<file path="config.mk">
export PLATFORM = sky130hd
export DESIGN_NAME = pipe_ctrl_flat
export DESIGN_NICKNAME = d
export VERILOG_FILES = /design/src/rtl/pipe_ctrl_if.sv /design/src/rtl/pipe_ctrl.sv /design/src/flat_wrapper.sv
export SDC_FILE = /design/constraint.sdc
export NUM_CORES = 1
export LEC_CHECK = 0
export ABC_AREA = 1
export CAP_MARGIN = 20
export CORE_MARGIN = 10
export CORE_UTILIZATION = 53
export DETAILED_ROUTE_END_ITERATION = 12
export PLACE_DENSITY = 0.86
export SETUP_SLACK_MARGIN = 0.2
export SYNTH_ARGS = -nofsm -noshare
export SYNTH_HDL_FRONTEND = slang
export SYNTH_SLANG_ARGS = --single-unit
</file>
<file path="constraint.sdc">
create_clock -name CLK -period 4.6 [get_ports CLK]
set_input_delay 0.92 -clock CLK [delete_from_list [all_inputs] [get_ports CLK]]
set_output_delay 0.92 -clock CLK [all_outputs]
set_load 0.005 [all_outputs]
</file>
<file path="src/rtl/pipe_ctrl_if.sv">
// rtl/pipe_ctrl_if.sv - hazard/cache inputs and latch-control outputs of the pipeline controller
interface pipe_ctrl_if #(
  parameter int CNT_W = 32
);
  logic             stall;
  logic             flush_if;
  logic             flush_id;
  logic             flush_ex;
  logic             ihit;
  logic             dhit;
  logic             dmemREN_mem;
  logic             dmemWEN_mem;
  logic             halt_mem;

  logic             pc_en;
  logic             ifid_en;
  logic             idex_en;
  logic             exmem_en;
  logic             memwb_en;
  logic             ifid_clr;
  logic             idex_clr;
  logic             exmem_clr;
  logic             dmemREN;
  logic             dmemWEN;
  logic             halt;
  logic [CNT_W-1:0] stall_cnt;
  logic [CNT_W-1:0] flush_cnt;

  // Core side: drives hazard/cache status, consumes latch controls
  modport master (
    output stall, flush_if, flush_id, flush_ex, ihit, dhit,
           dmemREN_mem, dmemWEN_mem, halt_mem,
    input  pc_en, ifid_en, idex_en, exmem_en, memwb_en,
           ifid_clr, idex_clr, exmem_clr, dmemREN, dmemWEN,
           halt, stall_cnt, flush_cnt
  );

  // Controller side
  modport slave (
    input  stall, flush_if, flush_id, flush_ex, ihit, dhit,
           dmemREN_mem, dmemWEN_mem, halt_mem,
    output pc_en, ifid_en, idex_en, exmem_en, memwb_en,
           ifid_clr, idex_clr, exmem_clr, dmemREN, dmemWEN,
           halt, stall_cnt, flush_cnt
  );
endinterface

</file>
<file path="src/rtl/pipe_ctrl.sv">
// rtl/pipe_ctrl.sv - 5-stage pipeline latch enable/clear control with sticky halt and perf counters
module pipe_ctrl #(
  parameter int CNT_W = 32
) (
  input logic        CLK,
  input logic        RST,
  pipe_ctrl_if.slave bus
);

  typedef enum logic [1:0] {
    S_RUN   = 2'd0,
    S_DDONE = 2'd1,
    S_HALT  = 2'd2
  } state_t;

  state_t           state_q, state_d;
  logic [CNT_W-1:0] stall_cnt_q, stall_cnt_d;
  logic [CNT_W-1:0] flush_cnt_q, flush_cnt_d;

  logic memop;
  logic mem_ok;
  logic adv;
  logic anyflush;
  logic stall_eff;

  // State and counter registers; reset returns to RUN with cleared counters
  always_ff @(posedge CLK or posedge RST) begin
    if (RST) begin
      state_q     <= S_RUN;
      stall_cnt_q <= '0;
      flush_cnt_q <= '0;
    end else begin
      state_q     <= state_d;
      stall_cnt_q <= stall_cnt_d;
      flush_cnt_q <= flush_cnt_d;
    end
  end

  // Advance decision, latch controls, gated dcache requests and next state
  always_comb begin
    state_d     = state_q;
    stall_cnt_d = stall_cnt_q;
    flush_cnt_d = flush_cnt_q;

    memop     = bus.dmemREN_mem | bus.dmemWEN_mem;
    // A data access already finished while fetch was stalled counts as satisfied
    mem_ok    = ~memop | bus.dhit | (state_q == S_DDONE);
    // RST forces every control low while it is held, independent of state
    adv       = bus.ihit & mem_ok & (state_q != S_HALT) & ~RST;
    anyflush  = bus.flush_if | bus.flush_id | bus.flush_ex;
    // A flush squashes the stalled instruction, so the stall is moot
    stall_eff = bus.stall & ~anyflush;

    bus.pc_en     = adv & ~stall_eff;
    bus.ifid_en   = adv & ~stall_eff;
    bus.ifid_clr  = adv & bus.flush_if;
    bus.idex_en   = adv;
    bus.idex_clr  = adv & (bus.flush_id | stall_eff);
    bus.exmem_en  = adv;
    bus.exmem_clr = adv & bus.flush_ex;
    bus.memwb_en  = adv;
    // Requests drop once the access completed so the dcache never sees it twice
    bus.dmemREN   = bus.dmemREN_mem & (state_q == S_RUN) & ~RST;
    bus.dmemWEN   = bus.dmemWEN_mem & (state_q == S_RUN) & ~RST;
    bus.halt      = (state_q == S_HALT);
    bus.stall_cnt = stall_cnt_q;
    bus.flush_cnt = flush_cnt_q;

    case (state_q)
      S_RUN: begin
        if (adv & bus.halt_mem) begin
          state_d = S_HALT;
        end else if (memop & bus.dhit & ~bus.ihit) begin
          state_d = S_DDONE;
        end
      end
      S_DDONE: begin
        if (bus.ihit & bus.halt_mem) begin
          state_d = S_HALT;
        end else if (bus.ihit) begin
          state_d = S_RUN;
        end
      end
      S_HALT:  state_d = S_HALT;
      default: state_d = S_RUN;
    endcase

    if (state_q != S_HALT) begin
      if ((~adv | stall_eff) && (stall_cnt_q != {CNT_W{1'b1}})) begin
        stall_cnt_d = stall_cnt_q + CNT_W'(1);
      end
      if ((adv & anyflush) && (flush_cnt_q != {CNT_W{1'b1}})) begin
        flush_cnt_d = flush_cnt_q + CNT_W'(1);
      end
    end
  end

endmodule

</file>
<file path="src/flat_wrapper.sv">
// flat-port wrapper written by rule: the top's interface ports become plain ports
module pipe_ctrl_flat 
#(
  parameter int CNT_W = 32
)
  (CLK, RST, bus_stall, bus_flush_if, bus_flush_id, bus_flush_ex, bus_ihit, bus_dhit, bus_dmemREN_mem, bus_dmemWEN_mem, bus_halt_mem, bus_pc_en, bus_ifid_en, bus_idex_en, bus_exmem_en, bus_memwb_en, bus_ifid_clr, bus_idex_clr, bus_exmem_clr, bus_dmemREN, bus_dmemWEN, bus_halt, bus_stall_cnt, bus_flush_cnt);
  pipe_ctrl_if #(.CNT_W(CNT_W)) bus_i ();
  input logic CLK;
  input logic RST;
  input wire logic [$bits(bus_i.stall)-1:0] bus_stall;
  input wire logic [$bits(bus_i.flush_if)-1:0] bus_flush_if;
  input wire logic [$bits(bus_i.flush_id)-1:0] bus_flush_id;
  input wire logic [$bits(bus_i.flush_ex)-1:0] bus_flush_ex;
  input wire logic [$bits(bus_i.ihit)-1:0] bus_ihit;
  input wire logic [$bits(bus_i.dhit)-1:0] bus_dhit;
  input wire logic [$bits(bus_i.dmemREN_mem)-1:0] bus_dmemREN_mem;
  input wire logic [$bits(bus_i.dmemWEN_mem)-1:0] bus_dmemWEN_mem;
  input wire logic [$bits(bus_i.halt_mem)-1:0] bus_halt_mem;
  output wire logic [$bits(bus_i.pc_en)-1:0] bus_pc_en;
  output wire logic [$bits(bus_i.ifid_en)-1:0] bus_ifid_en;
  output wire logic [$bits(bus_i.idex_en)-1:0] bus_idex_en;
  output wire logic [$bits(bus_i.exmem_en)-1:0] bus_exmem_en;
  output wire logic [$bits(bus_i.memwb_en)-1:0] bus_memwb_en;
  output wire logic [$bits(bus_i.ifid_clr)-1:0] bus_ifid_clr;
  output wire logic [$bits(bus_i.idex_clr)-1:0] bus_idex_clr;
  output wire logic [$bits(bus_i.exmem_clr)-1:0] bus_exmem_clr;
  output wire logic [$bits(bus_i.dmemREN)-1:0] bus_dmemREN;
  output wire logic [$bits(bus_i.dmemWEN)-1:0] bus_dmemWEN;
  output wire logic [$bits(bus_i.halt)-1:0] bus_halt;
  output wire logic [$bits(bus_i.stall_cnt)-1:0] bus_stall_cnt;
  output wire logic [$bits(bus_i.flush_cnt)-1:0] bus_flush_cnt;
  assign bus_i.stall = bus_stall;
  assign bus_i.flush_if = bus_flush_if;
  assign bus_i.flush_id = bus_flush_id;
  assign bus_i.flush_ex = bus_flush_ex;
  assign bus_i.ihit = bus_ihit;
  assign bus_i.dhit = bus_dhit;
  assign bus_i.dmemREN_mem = bus_dmemREN_mem;
  assign bus_i.dmemWEN_mem = bus_dmemWEN_mem;
  assign bus_i.halt_mem = bus_halt_mem;
  assign bus_pc_en = bus_i.pc_en;
  assign bus_ifid_en = bus_i.ifid_en;
  assign bus_idex_en = bus_i.idex_en;
  assign bus_exmem_en = bus_i.exmem_en;
  assign bus_memwb_en = bus_i.memwb_en;
  assign bus_ifid_clr = bus_i.ifid_clr;
  assign bus_idex_clr = bus_i.idex_clr;
  assign bus_exmem_clr = bus_i.exmem_clr;
  assign bus_dmemREN = bus_i.dmemREN;
  assign bus_dmemWEN = bus_i.dmemWEN;
  assign bus_halt = bus_i.halt;
  assign bus_stall_cnt = bus_i.stall_cnt;
  assign bus_flush_cnt = bus_i.flush_cnt;
  pipe_ctrl #(.CNT_W(CNT_W)) u_core (.CLK(CLK), .RST(RST), .bus(bus_i));
endmodule
</file>
* Word-level counts from Yosys, hierarchy flattened
Cells that the tools add are included.
** Storage, ports and cells
- Register bits after elaboration :: 66
- Word-level logic and storage cells :: 53
** Cells by class
- Bitwise logic cells :: 30
- Mux-type cells :: 5
- $add $sub $neg :: 2
- Equal/unequal tests :: 7
- Reduce and logical (&&, ||, !) cells :: 6
** Operators by type and width (count)
- $add 32x1->32 const B :: 2
- $ne 32x32->1 const B :: 2
- $and 1x1->1 :: 17
- $mux 2 :: 4
- $or 1x1->1 :: 7
- $ne 3x3->1 const B :: 2
- $not 1->1 :: 6
- $pmux 2 s3 :: 1
- $reduce_and 2->1 :: 3
- $eq 2x1->1 const B :: 1
- $eq 2x2->1 const B :: 1
- $logic_and 1x1->1 :: 2
- $logic_not 2->1 :: 1
- $ne 2x2->1 const B :: 1

* Depth between registers and ports, before layout
Gate-level depths: netlist (run 1).
- Depth after elaboration :: 11
- Gate-level depth with buffers :: 12

* Least setup slack after synthesis (run 1)
No wires, ideal clock.
- Kind :: input to output
- From :: input port RST
- To :: output port bus_idex_en
- Data required time :: 3.680 ns
- Data arrival time :: 2.952 ns
- Slack :: 0.728 ns
- Stages on the path :: 6
- Cells stage by stage :: inv_1 -> nand2_1 -> nor2_1 -> nand2_1 -> inv_1 -> buf_4
** On the way
- Longest elaborated chain between the ends :: 2
** RTL lines
- start, declared :: line flat_wrapper.sv:9 : input logic RST;
- $not 1->1 :: line pipe_ctrl.sv:49 : adv = bus.ihit & mem_ok & (state_q != S_HALT) & ~RST;
- $and 1x1->1 :: line pipe_ctrl.sv:49
- end, declared :: line flat_wrapper.sv:21 : output wire logic [$bits(bus_i.idex_en)-1:0] bus_idex_en;
Every way passes these cells.

* Worst setup path after layout (run 1)
- From :: input port bus_ihit
- To :: output port bus_exmem_en
** On the way
- Longest elaborated chain between the ends :: 3
** RTL lines
- start, declared :: line flat_wrapper.sv:14 : input wire logic [$bits(bus_i.ihit)-1:0] bus_ihit;
- $and 1x1->1 (3 in series) :: line pipe_ctrl.sv:49
- end, declared :: line flat_wrapper.sv:22 : output wire logic [$bits(bus_i.exmem_en)-1:0] bus_exmem_en;
Every way passes these cells.

==> impl_metrics.yaml, run 1 <==
run_status:
  outcome: "complete, no violations"
pwr:
  power-per-cell-area_nw_per_um2: 304
  leakage_nw: 2.73
  ir_worst_vdd_mv: 0.281
floorplanning:
  chipHeight_um: 113
  fp.coreArea_um2: 8300
  io_pins: 86
  die-area_um2: 12700
  rows: 33
  die_x_um: 113
  initial_utilization: 0.550
timing:
  hold_viol: 0
  slew_violations: 0
  worstMarginPinSlew_ns: 0.831
  setup_viol_count_final: 0
  fmax_mhz: 289
  fin_skew_ns: 0.00649
  rsz0062_at_grt: "false"
  finalCritPeriodShare: 0.753
  fin_setup_tns_ns: 0
  slew-limit-headroom: 0.446
  worst_slack_ns: 1.13
  fin_crit_ns: 3.47
setup_path:
  crit_path_start_kind: "primary input"
  max_stage_delay_ns: 0.55
  worstSetupEndpointType: "output port"
  critPathMaxFanout: 5
  cp.arrival_ns: 2.55
  required_ns: 3.68
  path_class: "primary input to output port"
  path_cells: "clkdlybuf4s50_1 > nand2_1 > nor2_1 > nand2_1 > inv_1 > clkdlybuf4s50_1"
  slowest_stage: "clkdlybuf4s50_1"
synthesis:
  synth_area_um2: 4560
  ys_ff_latch: 66
  seq_area_frac_synth: 0.362
  synth_cells: 710
  yosysWarningCount: 0
  syn_nets: 723
  ys_types: 23
  synth_area_leader_cell: "dfrtp_1"
  yosys.area.top_type_share: 0.362
  syn_avg_cell_area_um2: 6.43
  synthTopCellsByArea: "dfrtp_1 36%, nand2_1 31%, nor2_1 8.1%"
cells_and_area:
  final_cell_mix: "379 x nand2_1, 99 x nor2_1, 85 x clkdlybuf4s50_1"
  num_antenna_cells: 0
  area_growth_syn_to_layout_pct: 23.9
  fin_cells: 902
  layout_commonest_cell: "nand2_1"
  fillers: 709
  drive_above_1_share: 0.0514
  fin_nets: 805
  fin_util: 0.681
route:
  dr.first_iter.drc_count: 258
  drt_first_pass_iters: 6
  wl_per_cell_um: 14.0
  vias: 4676
  viasPerCell: 5.18
  drc: 0
  postRouteAntennaNets: 0
  drt-total-wl_um: 12600
clock_network:
  cts_made_buffers: 9
  cts_max_path_buffers: 2
  cts_tree: "done"
  clk_latency_ns: 0.36
  postCtsHoldBufs: 0
  htreeDepth: 3
  postCtsResizedCells: 0
  clockRootBuffer: "clkbuf_8"
  cts_sinks: 66
  postCtsSetupRepairBufs: 0
  cts.reportedPaths.clkPinSlew_ns: 0.07
global_routing:
  track_usage: 0.195
  grt_pass1_vias: 4432
  grt_max_degree: 67
  overflow: 0
  grt_pass1_wl_um: 21000
  antenna_found_initial: 0
placement:
  pre_cts_ws_ns: 1.14
  hpwl_um: 9460
  place_congestion: 0.941
  placedCellCount: 886
  portBuffers: 85
worst_hold_path:
  hold_class: "flop to flop"
flow_run:
  cap_violations: 0
[cell usage after synthesis (all sizes together)]
cell,number
a21oi,2
buf,15
dfrtp,66
ha,2
inv,36
nand2,386
nand3,22
nand3b,31
nand4,1
nor2,111
nor3,4
o21ai,4
xnor2,14
xor2,16
[per-layer routing]
metal | track usage | share of wire | vias to the layer above
met3 | 0.0449 | 0.063 | 37
met2 | 0.331 | 0.49 | 172
met1 | 0.227 | 0.42 | 2127
met4 | 0.0939 | 0.031 | 0
li1 | - | - | 2340
met5 | 0 | 0 | -
[kinds of logic (layout without fill, tap and decap cells)]
family,after synthesis,in the layout,synth area share
xor gates and xnor gates,30,30,0.0576
AOI/OAI and AO/OA,6,6,0.00658
buffers and inverters,51,138,0.0559
and+or+nand+nor,555,555,0.512
DFF,66,66,0.362
adders and majority gates,2,2,0.00548
[final timing paths]
check	start	end	slack [ns]	cells past startpoint
max in group asynchronous	RST	u_core.bus.stall_cnt[27]	2.86	3
min in group asynchronous	RST	u_core.bus.stall_cnt[6]	1.22	3
setup reg to reg	u_core.bus.stall_cnt[0]	u_core.bus.stall_cnt[26]	2.42	9
setup / recovery	bus_ihit	bus_exmem_en	1.13	6
hold / removal	u_core.state_q[0]	u_core.state_q[1]	0.51	1
hold reg to reg	u_core.state_q[0]	u_core.state_q[1]	0.51	1
[stage by stage]
stage                     total power, mW  instance area [um^2]  hold slack (ns)
after floorplan                      1.03                  4560            0.479
after global placement               1.16                  5430            0.495
after detailed placement             1.17                  5430            0.504
after CTS                            1.72                  5650            0.514
after global routing                 1.82                  5650            0.569
final                                1.72                  5650            0.511
[report_power, final]
part	internal (mW)	switching (mW)	total (mW)	leakage, nW
Sequential	0.628	0.0606	0.688	0.906
Clock	0.318	0.238	0.557	0.109
Combinational	0.188	0.285	0.474	1.71
[worst max-delay path: cells and delay by family]
family | cells | cell delay (ns)
buffers and inverters | 3 | 1.25
AND/OR/NAND/NOR | 3 | 0.36
[layout make-up]
type / instances / area, um^2 / share of cell area
multi-input combinational: 593 / 2660 / 0.470
sequential: 66 / 1650 / 0.292
timing repair buffer: 86 / 858 / 0.152
clock buffer: 11 / 141 / 0.0250
inverter: 36 / 135 / 0.0239
tap: 105 / 131 / 0.0232
clock inverter: 5 / 77.6 / 0.0137
[flip-flops by register name, indices dropped and copies added, names as in the netlist]
signal	count
u_core.bus.flush_cnt	32
u_core.bus.stall_cnt	32
u_core.state_q	2
Power figures use the tool's default switching activity.
==> run 2, diff against run 1 <==
==> constraint.sdc (replaced) <==
create_clock -name CLK -period 3.3 [get_ports CLK]
set_input_delay 0.66 -clock CLK [delete_from_list [all_inputs] [get_ports CLK]]
set_output_delay 0.66 -clock CLK [all_outputs]
set_load 0.005 [all_outputs]
==> impl_metrics.yaml, run 2 (synthesis gave the netlist of run 1 again) <==
placement:
  dpl_cell_area_um2: 5440
  place_congestion: 0.983
  portBuffers: 85
  pre_cts_ws_ns: 0.360
  hpwl_um: 9820
global_routing:
  track_usage: 0.202
  grt_max_degree: 67
  grt_pass1_vias: 4561
  antenna_found_initial: 0
  grt_pass1_wl_um: 21700
  overflow: 0
route:
  drt_first_pass_iters: 4
  drc: 0
  wl_per_cell_um: 14.3
  drt-total-wl_um: 12900
  dr.first_iter.drc_count: 230
  vias: 4665
  postRouteAntennaNets: 0
  viasPerCell: 5.17
timing:
  fin_crit_ns: 2.94
  slew-limit-headroom: 0.454
  slew_violations: 0
  fin_skew_ns: 0.0136
  timing.hold.ws_ns: 0.519
  worstMarginPinSlew_ns: 0.820
  finalCritPeriodShare: 0.892
  rsz0062_at_grt: "false"
  setup_viol_count_final: 0
  fmax_mhz: 340
  hold_viol: 0
  fin_setup_tns_ns: 0
  worst_slack_ns: 0.357
pwr:
  leakage_nw: 2.72
  power-per-cell-area_nw_per_um2: 417
  pwr-share-comb: 0.288
  switching_share: 0.354
  p_switching_mw: 0.835
  ir_worst_vdd_mv: 0.445
  p_int_mw: 1.52
  seqPwrFrac: 0.408
  pwr-share-clk: 0.305
setup_path:
  max_stage_delay_ns: 0.53
  cp_top_family: "buffers and inverters"
  startpoint: "RST"
  crit_path_start_kind: "primary input"
  r2r-start: "u_core.bus.flush_cnt[0]"
  slowest_stage: "clkdlybuf4s50_1"
  cp.buffers_inverters: 4
  reg2reg_to: "u_core.bus.flush_cnt[13]"
  critPathMaxFanout: 5
  ff2ff_path_depth: 10
  worstSetupEndpointType: "output port"
  path_cells: "clkdlybuf4s50_1 > clkinvlp_4 > nand2_1 > nor2_1 > nand2_1 > inv_1 > clkdlybuf4s50_1"
  path_class: "primary input to output port"
  reg2reg_slack_ns: 1.12
  required_ns: 2.64
  cp.arrival_ns: 2.28
run_status:
  outcome: "complete, no violations"
clock_network:
  cts.reportedPaths.clkPinSlew_ns: 0.08
  htreeDepth: 3
  clk_latency_ns: 0.35
  cts_max_path_buffers: 2
  postCtsHoldBufs: 0
  cts_tree: "done"
  cts_sinks: 66
  postCtsResizedCells: 0
  cts_made_buffers: 9
  clockRootBuffer: "clkbuf_8"
  postCtsSetupRepairBufs: 0
floorplanning:
  initial_utilization: 0.550
  chipHeight_um: 113
  die-area_um2: 12700
  rows: 33
  io_pins: 86
  fp.coreArea_um2: 8300
  die_x_um: 113
flow_run:
  cap_violations: 0
cells_and_area:
  drive_above_1_share: 0.0526
  area_growth_syn_to_layout_pct: 23.8
  layout_commonest_cell: "nand2_1"
  num_antenna_cells: 0
  final_area_um2: 5650
  fin_nets: 806
  final_cell_mix: "379 x nand2_1, 99 x nor2_1, 85 x clkdlybuf4s50_1"
worst_hold_path:
  hold_class: "flop to flop"
  whs_path_depth: 1
  hold_start: "u_core.state_q[0]"
  holdPathEnd: "u_core.state_q[1]"
## run 2: cell count changes in the layout (fill, tap and decap cells not counted)
cell        change
buf_4           +1
bufinv_16       -1
clkinv_2        -2
clkinv_4        +1
clkinvlp_4      +2
inv_2           -1
inv_6           +1
## run 2: layer usage
layer	wire length [um]	vias up	global-route usage
li1	-	2346	-
met1	5380	2165	0.230
met2	6530	122	0.354
met3	627	32	0.0475
met4	357	0	0.0812
met5	0	-	0
## run 2: power groups by stage
stage,Combinational [mW],Clock [mW],Sequential (mW)
after floorplan,0.470,0,0.962
after global placement,0.656,0,0.969
after detailed placement,0.684,0,0.976
after CTS,0.687,0.724,0.961
after global routing,0.752,0.769,0.973
final,0.678,0.718,0.961
## run 2: worst max path at each step
stage                   end  cells past startpoint
3_3_place_gp   bus_idex_clr                      7
2_1_floorplan   bus_idex_en                      6
3_5_place_dp   bus_exmem_en                      7
5_1_grt        bus_idex_clr                      7
4_1_cts        bus_exmem_en                      7
6_report       bus_exmem_en                      7
## run 2: cell type report
type	count	area, um^2
multi-input cells	593	2660
fillers	747	2650
flip-flops and latches	66	1650
repair buffers	87	866
clock buffers	11	141
inverters	36	139
well taps	105	131
clock inverters	5	62.6
## run 2: per-stage QoR
stage / total power, mW / utilization / cells
finish: 2.36 / 0.681 / 903
detailed placement: 1.66 / 0.656 / 887
global placement: 1.63 / 0.656 / 887
global route: 2.49 / 0.681 / 903
CTS: 2.37 / 0.681 / 903
floorplan: 1.43 / - / 710
==> run 3, diff against run 2 <==
--- a/config.mk
+++ b/config.mk
@@ -8,9 +8,9 @@
 export ABC_AREA = 1
 export CAP_MARGIN = 20
 export CORE_MARGIN = 10
-export CORE_UTILIZATION = 53
+export CORE_UTILIZATION = 40
 export DETAILED_ROUTE_END_ITERATION = 12
-export PLACE_DENSITY = 0.86
+export PLACE_DENSITY = 0.69
 export SETUP_SLACK_MARGIN = 0.2
 export SYNTH_ARGS = -nofsm -noshare
 export SYNTH_HDL_FRONTEND = slang
==> constraint.sdc (replaced) <==
create_clock -name CLK -period 3.3 [get_ports CLK]
set_input_delay 0.825 -clock CLK [delete_from_list [all_inputs] [get_ports CLK]]
set_output_delay 0.825 -clock CLK [all_outputs]
set_load 0.005 [all_outputs]
==> impl_metrics.yaml, run 3 (synthesis gave the netlist of run 1 again) <==
global_routing:
  grt_pass1_wl_um: 21800
  grt_pass1_vias: 4459
  track_usage: 0.162
  grt_max_degree: 67
  overflow: 0
  antenna_found_initial: 0
floorplanning:
  rows: 38
  fp.coreArea_um2: 11000
  die-area_um2: 16100
  die_x_um: 127
  chipHeight_um: 127
  initial_utilization: 0.415
  io_pins: 86
cells_and_area:
  num_antenna_cells: 0
  fin_nets: 808
  fin_util: 0.526
  final_area_um2: 5780
  layout_commonest_cell: "nand2_1"
  area_growth_syn_to_layout_pct: 26.7
  drive_above_1_share: 0.0601
  final_cell_mix: "378 x nand2_1, 98 x nor2_1, 80 x clkdlybuf4s50_1"
timing:
  fin_setup_tns_ns: 0
  worstMarginPinSlew_ns: 0.871
  fin_skew_ns: 0.00617
  hold_viol: 0
  fmax_mhz: 332
  rsz0062_at_grt: "false"
  slew_violations: 0
  fin_crit_ns: 3.01
  finalCritPeriodShare: 0.911
  slew-limit-headroom: 0.419
  setup_viol_count_final: 0
setup_path:
  worst_path_most_repeated_cell: "clkdlybuf4s50_1"
  path_cells: "clkdlybuf4s50_1 > inv_1 > nand2_1 > nand3_1 > nand2_2 > inv_2 > clkdlybuf4s50_1"
  max_stage_delay_ns: 0.52
  crit_path_start_kind: "primary input"
  path_class: "primary input to output port"
  critPathMaxFanout: 4
  worstSetupEndpointType: "output port"
  required_ns: 2.47
  cp_top_family: "buffers and inverters"
  slowest_stage: "clkdlybuf4s50_1"
  cp.buffers_inverters: 4
  cp.arrival_ns: 2.18
route:
  wl_per_cell_um: 13.6
  vias: 4636
  drt_first_pass_iters: 5
  drt-total-wl_um: 12800
  postRouteAntennaNets: 0
  drc: 0
  viasPerCell: 4.94
  dr.first_iter.drc_count: 350
run_status:
  outcome: "complete, no violations"
clock_network:
  cts_max_path_buffers: 2
  clockRootBuffer: "clkbuf_16"
  cts.reportedPaths.clkPinSlew_ns: 0.05
  clk_latency_ns: 0.34
  htreeDepth: 3
  cts_sinks: 66
  cts_tree: "done"
  cts_made_buffers: 9
pwr:
  switching_share: 0.333
  ir_worst_vdd_mv: 0.311
  p_switching_mw: 0.845
  pwr-share-comb: 0.272
  seqPwrFrac: 0.379
  leakage_nw: 2.79
  pwr-share-clk: 0.349
  p_int_mw: 1.69
  power-per-cell-area_nw_per_um2: 439
placement:
  portBuffers: 85
  hpwl_um: 9510
  place_congestion: 0.951
  dpl_cell_area_um2: 5510
flow_run:
  cap_violations: 0
worst_hold_path:
  hold_class: "flop to flop"
==> run 3: worst paths after layout <==
| check | startpoint | endpoint | slack [ns] | cells past startpoint |
|---|---|---|---|---|
| min in group asynchronous | RST | u_core.bus.flush_cnt[13] | 0.99 | 3 |
| min | u_core.state_q[0] | u_core.state_q[1] | 0.51 | 1 |
| max reg2reg | u_core.bus.stall_cnt[0] | u_core.bus.stall_cnt[24] | 1.12 | 9 |
| max | bus_dmemREN_mem | bus_memwb_en | 0.29 | 7 |
| max in group asynchronous | RST | u_core.bus.stall_cnt[29] | 1.75 | 3 |
| min reg2reg | u_core.state_q[0] | u_core.state_q[1] | 0.51 | 1 |
==> run 3: routing by layer <==
metal | up-vias | wire (um) | track usage
li1 | 2335 | - | -
met1 | 2126 | 5480 | 0.190
met2 | 147 | 6070 | 0.271
met3 | 28 | 942 | 0.0558
met4 | 0 | 300 | 0.0502
met5 | - | 0 | 0
==> run 3: area by class of cell <==
| type | instances | area [um^2] |
|---|---|---|
| fillers | 1079 | 5200 |
| multi-input cells | 593 | 2670 |
| flip-flops and latches | 66 | 1650 |
| repair buffers | 89 | 878 |
| clock buffers | 12 | 256 |
| well taps | 140 | 175 |
| inverters | 36 | 139 |
| clock inverters | 3 | 15.0 |
==> run 3: through the flow <==
stage | hold WS, ns | setup slack, ns | total power [mW] | instances
after floorplan | 0.479 | 0.121 | 1.44 | 710
after global placement | 0.492 | 0.137 | 1.66 | 923
after detailed placement | 0.500 | 0.0818 | 1.67 | 923
after CTS | 0.507 | 0.215 | 2.57 | 939
after global routing | 0.533 | 0.223 | 2.69 | 939
final | 0.506 | 0.292 | 2.54 | 939
==> run 3: worst reg2reg max path: cells and delay by family, from the launching register on <==
family / cells / cell delay (ns)
adder cells (fa/ha/maj): 1 / 0.34
flip-flops: 1 / 0.41
buffers and inverters: 1 / 0.10
AND/OR/NAND/NOR: 7 / 1.27
==> run 3: power by group through the flow <==
stage,Combinational (mW),Clock (mW),Sequential [mW]
after global routing,0.774,0.940,0.977
after global placement,0.688,0,0.970
after detailed placement,0.696,0,0.977
final,0.689,0.886,0.962
after floorplan,0.479,0,0.962
after CTS,0.700,0.904,0.963
==> run 3: what timing repair did <==
item / 4_1_cts / 5_1_grt
hold endpoints to repair: 0 / 0
endpoints found under the setup margin: 8 / 6
gates resized for setup: 4 / 1
pin swaps: 1 / 1
hold buffers: 0 / 0
buffers inserted: 1 / 0
